### src/rtl/jtag_pkg.sv
// Shared JTAG TAP definitions: IEEE state encoding, opcodes and the transition function.
package jtag_pkg;

   localparam int unsigned IR_W = 4;

   typedef enum logic [3:0] {
      TLR    = 4'hF,
      RTI    = 4'hC,
      SelDR  = 4'h7,
      CapDR  = 4'h6,
      ShDR   = 4'h2,
      Ex1DR  = 4'h1,
      PauDR  = 4'h3,
      Ex2DR  = 4'h0,
      UpdDR  = 4'h5,
      SelIR  = 4'h4,
      CapIR  = 4'hE,
      ShIR   = 4'hA,
      Ex1IR  = 4'h9,
      PauIR  = 4'hB,
      Ex2IR  = 4'h8,
      UpdIR  = 4'hD
   } tap_state_e;

   localparam logic [IR_W-1:0] OP_IDCODE  = 4'h1;
   localparam logic [IR_W-1:0] OP_USER    = 4'h8;
   localparam logic [IR_W-1:0] OP_BYPASS  = 4'hF;
   localparam logic [IR_W-1:0] IR_CAPTURE = 4'b0101;

   function automatic tap_state_e tap_next(input tap_state_e cur, input logic tms);
      tap_state_e nxt;
      nxt = TLR;
      case (cur)
         TLR:     nxt = tms ? TLR   : RTI;
         RTI:     nxt = tms ? SelDR : RTI;
         SelDR:   nxt = tms ? SelIR : CapDR;
         CapDR:   nxt = tms ? Ex1DR : ShDR;
         ShDR:    nxt = tms ? Ex1DR : ShDR;
         Ex1DR:   nxt = tms ? UpdDR : PauDR;
         PauDR:   nxt = tms ? Ex2DR : PauDR;
         Ex2DR:   nxt = tms ? UpdDR : ShDR;
         UpdDR:   nxt = tms ? SelDR : RTI;
         SelIR:   nxt = tms ? TLR   : CapIR;
         CapIR:   nxt = tms ? Ex1IR : ShIR;
         ShIR:    nxt = tms ? Ex1IR : ShIR;
         Ex1IR:   nxt = tms ? UpdIR : PauIR;
         PauIR:   nxt = tms ? Ex2IR : PauIR;
         Ex2IR:   nxt = tms ? UpdIR : ShIR;
         UpdIR:   nxt = tms ? SelDR : RTI;
         default: nxt = TLR;
      endcase
      return nxt;
   endfunction

endpackage

### src/rtl/jtag_tap_fsm.sv
// IEEE 1149.1 TAP controller state register, advanced on posedge tck.
module jtag_tap_fsm
   import jtag_pkg::*;
(
   input  logic       tck,
   input  logic       trst,
   input  logic       tms,
   output logic [3:0] state
);

   logic [3:0] state_d, state_q;

   always_comb begin
      state_d = tap_next(tap_state_e'(state_q), tms);
   end

   always_ff @(posedge tck or posedge trst) begin
      if (trst) begin
         state_q <= TLR;
      end else begin
         state_q <= state_d;
      end
   end

   assign state = state_q;

endmodule

### src/rtl/jtag_tap_ctrl.sv
// JTAG TAP with IDCODE, BYPASS and a USER data register; shifts on posedge,
// drives tdo and applies updates on negedge tck.
module jtag_tap_ctrl
   import jtag_pkg::*;
#(
   parameter logic [31:0] IDCODE_VAL = 32'h1234_5679,
   parameter int unsigned USER_W     = 16
) (
   input  logic              tck,
   input  logic              trst,
   input  logic              tms,
   input  logic              tdi,
   output logic              tdo,
   output logic              tdo_en,
   output logic [3:0]        tap_state,
   input  logic [USER_W-1:0] user_in,
   output logic [USER_W-1:0] user_out,
   output logic              user_upd
);

   logic [3:0] state;

   jtag_tap_fsm u_fsm (
      .tck   (tck),
      .trst  (trst),
      .tms   (tms),
      .state (state)
   );

   assign tap_state = state;

   logic [IR_W-1:0]   ir_d, ir_q;
   logic [IR_W-1:0]   ir_sr_d, ir_sr_q;
   logic [31:0]       id_sr_d, id_sr_q;
   logic              byp_sr_d, byp_sr_q;
   logic [USER_W-1:0] user_sr_d, user_sr_q;
   logic [USER_W-1:0] user_out_d, user_out_q;
   logic              user_upd_d, user_upd_q;
   logic              tdo_d, tdo_q;
   logic              tdo_en_d, tdo_en_q;

   logic sel_idcode, sel_user, dr_lsb;

   // Every opcode other than IDCODE and USER falls through to BYPASS.
   assign sel_idcode = (ir_q == OP_IDCODE);
   assign sel_user   = (ir_q == OP_USER);
   assign dr_lsb     = sel_idcode ? id_sr_q[0] : (sel_user ? user_sr_q[0] : byp_sr_q);

   always_comb begin
      ir_sr_d   = ir_sr_q;
      id_sr_d   = id_sr_q;
      byp_sr_d  = byp_sr_q;
      user_sr_d = user_sr_q;
      case (tap_state_e'(state))
         CapIR: ir_sr_d = IR_CAPTURE;
         ShIR:  ir_sr_d = {tdi, ir_sr_q[IR_W-1:1]};
         CapDR: begin
            if (sel_idcode) begin
               id_sr_d = IDCODE_VAL;
            end else if (sel_user) begin
               user_sr_d = user_in;
            end else begin
               byp_sr_d = 1'b0;
            end
         end
         ShDR: begin
            if (sel_idcode) begin
               id_sr_d = {tdi, id_sr_q[31:1]};
            end else if (sel_user) begin
               user_sr_d = {tdi, user_sr_q[USER_W-1:1]};
            end else begin
               byp_sr_d = tdi;
            end
         end
         default: ;
      endcase
   end

   always_ff @(posedge tck or posedge trst) begin
      if (trst) begin
         ir_sr_q   <= '0;
         id_sr_q   <= '0;
         byp_sr_q  <= 1'b0;
         user_sr_q <= '0;
      end else begin
         ir_sr_q   <= ir_sr_d;
         id_sr_q   <= id_sr_d;
         byp_sr_q  <= byp_sr_d;
         user_sr_q <= user_sr_d;
      end
   end

   always_comb begin
      ir_d = ir_q;
      if (state == TLR) begin
         ir_d = OP_IDCODE;
      end else if (state == UpdIR) begin
         ir_d = ir_sr_q;
      end
      user_upd_d = (state == UpdDR) && sel_user;
      user_out_d = user_upd_d ? user_sr_q : user_out_q;
      tdo_en_d   = (state == ShIR) || (state == ShDR);
      tdo_d      = 1'b0;
      if (state == ShIR) begin
         tdo_d = ir_sr_q[0];
      end else if (state == ShDR) begin
         tdo_d = dr_lsb;
      end
   end

   always_ff @(negedge tck or posedge trst) begin
      if (trst) begin
         ir_q       <= OP_IDCODE;
         user_out_q <= '0;
         user_upd_q <= 1'b0;
         tdo_q      <= 1'b0;
         tdo_en_q   <= 1'b0;
      end else begin
         ir_q       <= ir_d;
         user_out_q <= user_out_d;
         user_upd_q <= user_upd_d;
         tdo_q      <= tdo_d;
         tdo_en_q   <= tdo_en_d;
      end
   end

   assign tdo      = tdo_q;
   assign tdo_en   = tdo_en_q;
   assign user_out = user_out_q;
   assign user_upd = user_upd_q;

endmodule
### config.mk
export PLATFORM = sky130hd
export DESIGN_NAME = jtag_tap_ctrl
export DESIGN_NICKNAME = d
export VERILOG_FILES = /design/src/rtl/jtag_pkg.sv /design/src/rtl/jtag_tap_fsm.sv /design/src/rtl/jtag_tap_ctrl.sv
export SDC_FILE = /design/constraint.sdc
export NUM_CORES = 1
export LEC_CHECK = 0
export CAP_MARGIN = 15
export CELL_PAD_IN_SITES_DETAIL_PLACEMENT = 2
export CELL_PAD_IN_SITES_GLOBAL_PLACEMENT = 2
export CORE_MARGIN = 2
export CORE_UTILIZATION = 32
export DETAILED_ROUTE_END_ITERATION = 7
export GPL_ROUTABILITY_DRIVEN = 0
export PLACE_DENSITY_LB_ADDON = 0.15
export SETUP_SLACK_MARGIN = 0.3
export SYNTH_ARGS = -nofsm -noshare
export SYNTH_HDL_FRONTEND = slang
export SYNTH_SLANG_ARGS = --single-unit
### constraint.sdc
create_clock -name tck -period 3 [get_ports tck]
set_input_delay 0.9 -clock tck [delete_from_list [all_inputs] [get_ports tck]]
set_output_delay 0.9 -clock tck [all_outputs]
set_load 0.005 [all_outputs]
=== Word-level counts from Yosys, hierarchy flattened ===
Cells that the tools add are included.

* Equality and inequality tests: 25
* Muxes and demuxes: 33
* Reductions and logical operators: 12

{| class="wikitable"
|+ Operators with widths
! cell !! count
|-
| 2-to-1 mux 16 bit || 4
|-
| 2-to-1 mux 32 bit || 2
|-
| case mux 32 bit (2 select lines) || 1
|-
| case mux 4 bit (12 select lines) || 1
|-
| == test 4 bit (second input constant) || 9
|-
| case mux 16 bit (2 select lines) || 1
|-
| == test 4 x 3 -> 1 bit (second input constant) || 4
|-
| != test 2 bit (second input constant) || 8
|-
| 2-to-1 mux 2 bit || 6
|-
| 2-to-1 mux 3 bit || 4
|-
| 2-to-1 mux 4 bit || 3
|-
| AND reduction 5 bit || 2
|-
| 2-to-1 mux 1 bit || 9
|-
| == test 4 x 1 -> 1 bit (second input constant) || 2
|-
| == test 4 x 2 -> 1 bit (second input constant) || 2
|-
| case mux 4 bit (2 select lines) || 1
|-
| nonzero test 2 bit || 3
|-
| zero test 4 bit || 1
|-
| OR reduction 2 bit || 2
|-
| AND reduction 3 bit || 1
|-
| OR reduction 3 bit || 1
|-
| case mux 1 bit (2 select lines) || 1
|-
| logical AND 1 bit || 1
|-
| logical OR 1 bit || 1
|}

* Bits in registers: 80
* Bits of input ports: 20
* Output and inout bits: 23
* Word-level logic and storage cells: 80

=== Depth between registers and ports, before layout ===
Gate-level depths: netlist of run 1.

* Depth in word-level cells: 5
* Depth in mapped cells: 6

=== Hierarchy ===
Synthesis of run 1 repeated with hierarchy kept, for this count alone.

* Cells, all modules: 325
* Area total of the unflattened synthesis: 3428.3 um^2

{| class="wikitable"
|+ Modules (own cells, without submodules)
! module !! instances !! cells each !! area each (um^2)
|-
| jtag_tap_ctrl || 1 || 305 || 3226.8
|-
| jtag_tap_fsm || 1 || 20 || 201.4
|}

==> flow_summary.json, run 1 <==
{
  "setup_violations": 80,
  "rsz0062_at_grt": "yes",
  "synthToLayoutAreaGrowth_pct": 63.2,
  "cp-startpoint": "user_out[2]$_DFFE_NP0P_",
  "fin_worst_skew_ns": 0.0572,
  "start_kind": "flip-flop",
  "clkTransAtPathRegs_ns": 0.06,
  "core_mm2": 0.0103,
  "total_power_uw": 5140,
  "grt_pass1_wl_um": 18300,
  "fp.dieH_um": 107,
  "cts_sinks": 80,
  "start_util_pct": 33.0,
  "fin_nets": 449,
  "die_width_um": 107,
  "avgSynthCellArea_um2": 10.5,
  "numCtsBuffers": 9,
  "wl_per_cell_um": 23.3,
  "seq_area_mm2": 0.00201,
  "syn-cell-area_mm2": 0.00341,
  "cp-endpoint": "user_out[2]",
  "critPathTopFamily": "flip-flops",
  "wl_um": 13300,
  "ys_warn_count": 0,
  "synthArstFlopShare_pct": 100,
  "maxCapViolCount": 0,
  "root_buffer": "clkbuf_8",
  "drive_gt1_share_pct": 54.6,
  "slew_violations": 0,
  "place_ws_ns": -0.303,
  "synth_edf_count": 0,
  "placementRows": 37,
  "yosysTopAreaCellShare_pct": 38.9,
  "endpoint_kind": "output pin",
  "crit_type": "flip-flop to output pin",
  "drc": 0,
  "status": "finished with violations",
  "multiInputGateArea_mm2": 0.00187,
  "ys_top_cells_by_count": "nand2_1, dfrtp_1, o21ai_1",
  "die_area_mm2": 0.0115,
  "final_area_mm2": 0.00556,
  "first_pass_iters": 4,
  "crit_required_ns": 2.10,
  "grt_max_degree": 46,
  "cp_data_arrival_time_ns": 2.44,
  "ios": 43,
  "timing.rr.end": "id_sr_q[30]$_DFFE_PP0P_",
  "reg2reg_depth": 6,
  "critPathMaxStageDelay_ns": 0.45,
  "fill_cells": 967,
  "drt_iter0_markers": 90,
  "slew_headroom_pct": 59.4,
  "slowest_stage": "dfrtn_1",
  "gr-total-overflow": 0,
  "synthTopCellsByArea": "dfrtp_1, dfrtn_1, nand2_1",
  "synth_seq_area_share_pct": 58.9,
  "power_density_mw_per_mm2": 923,
  "grt_pass1_vias": 3226,
  "clockBufferDepth": 2,
  "numPortBuffers": 42,
  "placedCellCount": 505,
  "timing.final.ws_setup_ns": -0.336,
  "viasPerCell": 5.05,
  "clk_latency_ns": 0.40,
  "ys_seq_elements": 80,
  "hold_viol": 0,
  "tightest_slew_ns": 0.609,
  "worst-path-stages": 1,
  "path_buf_inv": 1,
  "antenna_found_initial": 0,
  "path_cells": "buf_2",
  "min_path_type": "flip-flop to flip-flop",
  "groute.usage.overall_pct": 21.4,
  "synth_fp_nets": 343,
  "synth-main-ff-cell": "dfrtp_1",
  "detail-route-antenna-nets": 0,
  "reg2reg_slack_ns": -0.18,
  "htreeDepth": 3,
  "ir_drop_uv": 350,
  "cts_tree": "done",
  "num_antenna_cells": 0,
  "syn_inst": 323,
  "synth_area_leader_cell": "dfrtp_1",
  "critPathMaxFanout": 2,
  "cts_hold_buffers": 0,
  "p_leak_uw": 0.00258,
  "r2r_start": "ir_q[0]$_DFFE_NP1P_",
  "violations": "setup timing",
  "dp_hpwl_um": 5280,
  "dpl-instance-area_mm2": 0.00418,
  "synth_most_common_cell": "nand2_1",
  "vias": 2881,
  "synth_cell_types": 34,
  "final_cells": 570
}
==> cell families after synthesis <==
group	count (synthesis)	synth area share, %
buffers and inverters	26	3.67
flip-flops	80	58.9
multiplexers	19	7.27
AO/OA/AOI/OAI	78	12.4
AND/OR/NAND/NOR	120	17.7
==> metrics by stage <==
step	setup TNS (ns)	hold slack (ns)	util, %
after global placement	-5.17	0.447	40.5
after floorplan	-5.91	0.459	-
after CTS	-6.29	0.450	50.0
after global routing	-15.78	0.477	53.9
final	-11.44	0.451	53.9
after detailed placement	-6.53	0.455	40.5
==> power by group <==
group	switching (uW)	total, uW	internal [uW]
Sequential	425	1910	1480
Combinational	1090	2380	1280
Clock	448	850	401
==> sequential cells by signal (all words and copies together) (netlist names) <==
register,cells
byp_sr_q,1
tdo,1
user_sr_q,16
user_out,16
id_sr_q,32
ir_q,4
tdo_en,1
user_upd,1
ir_sr_q,4
u_fsm.state,4
==> cell usage in the layout, fill, tap and decap left out, types with 2 or more instances in the layout <==
cell type / instances
a21oi_1: 2
buf_12: 9
buf_16: 10
buf_2: 19
buf_4: 42
buf_6: 10
bufbuf_16: 2
clkbuf_8: 11
clkdlybuf4s50_1: 21
clkinvlp_4: 2
dfrtn_1: 22
dfrtp_1: 53
dfstp_2: 5
inv_1: 3
mux2_2: 9
mux2_4: 10
nand2_1: 9
nand2_2: 8
nand2_4: 43
nand2_8: 2
nand2b_1: 23
nand3_1: 3
nand3b_1: 2
nor2_1: 20
nor4b_4: 3
o21ai_0: 6
o21ai_1: 11
o21ai_2: 38
o22ai_1: 15
==> timing repair <==
item / 4_1_cts / 5_1_grt
gates resized for setup: 181 / 74
setup endpoints to repair: 89 / 90
gates cloned: 11 / 0
setup buffers: 25 / 13
pin swaps: 10 / 14
==> final cells by class <==
class / count / area share (%)
flip-flops and latches: 80 / 36.1
multi-input cells: 217 / 33.6
repair buffers: 116 / 23.2
clock buffers: 13 / 3.24
well taps: 136 / 3.06
clock inverters: 4 / 0.450
inverters: 4 / 0.337
==> routing by layer <==
layer | vias up | GRT usage (%) | wire length, um
li1 | 1313 | - | -
met5 | - | 0 | 0
met4 | 0 | 6.40 | 221
met1 | 1499 | 27.1 | 5490
met3 | 17 | 3.71 | 386
met2 | 52 | 37.2 | 7190
==> how the worst min path moves through the flow <==
| stage | depth (start not counted) | slack, ns | startpoint | to |
|---|---|---|---|---|
| 6_report | 1 | 0.45 | user_out[12]$_DFFE_NP0P_ | user_out[12]$_DFFE_NP0P_ |
| 5_1_grt | 1 | 0.48 | user_out[12]$_DFFE_NP0P_ | user_out[12]$_DFFE_NP0P_ |
| 4_1_cts | 1 | 0.45 | user_out[13]$_DFFE_NP0P_ | user_out[13]$_DFFE_NP0P_ |
| 3_5_place_dp | 1 | 0.45 | user_out[13]$_DFFE_NP0P_ | user_out[13]$_DFFE_NP0P_ |
| 3_3_place_gp | 1 | 0.45 | user_out[8]$_DFFE_NP0P_ | user_out[8]$_DFFE_NP0P_ |
| 2_1_floorplan | 2 | 0.46 | id_sr_q[10]$_DFFE_PP0P_ | id_sr_q[10]$_DFFE_PP0P_ |
No activity file was read; power rests on OpenSTA's default activity.
==> run 2, diff against run 1 <==
--- a/config.mk
+++ b/config.mk
@@ -10,8 +10,9 @@
 export CELL_PAD_IN_SITES_GLOBAL_PLACEMENT = 2
 export CORE_MARGIN = 2
 export CORE_UTILIZATION = 32
+export CTS_CLUSTER_DIAMETER = 100
 export DETAILED_ROUTE_END_ITERATION = 7
-export GPL_ROUTABILITY_DRIVEN = 0
+export GPL_ROUTABILITY_DRIVEN = 1
 export PLACE_DENSITY_LB_ADDON = 0.15
 export SETUP_SLACK_MARGIN = 0.3
 export SYNTH_ARGS = -nofsm -noshare
==> results of run 2 <==
Final layout, timing and power as in run 1 (identical DEF).
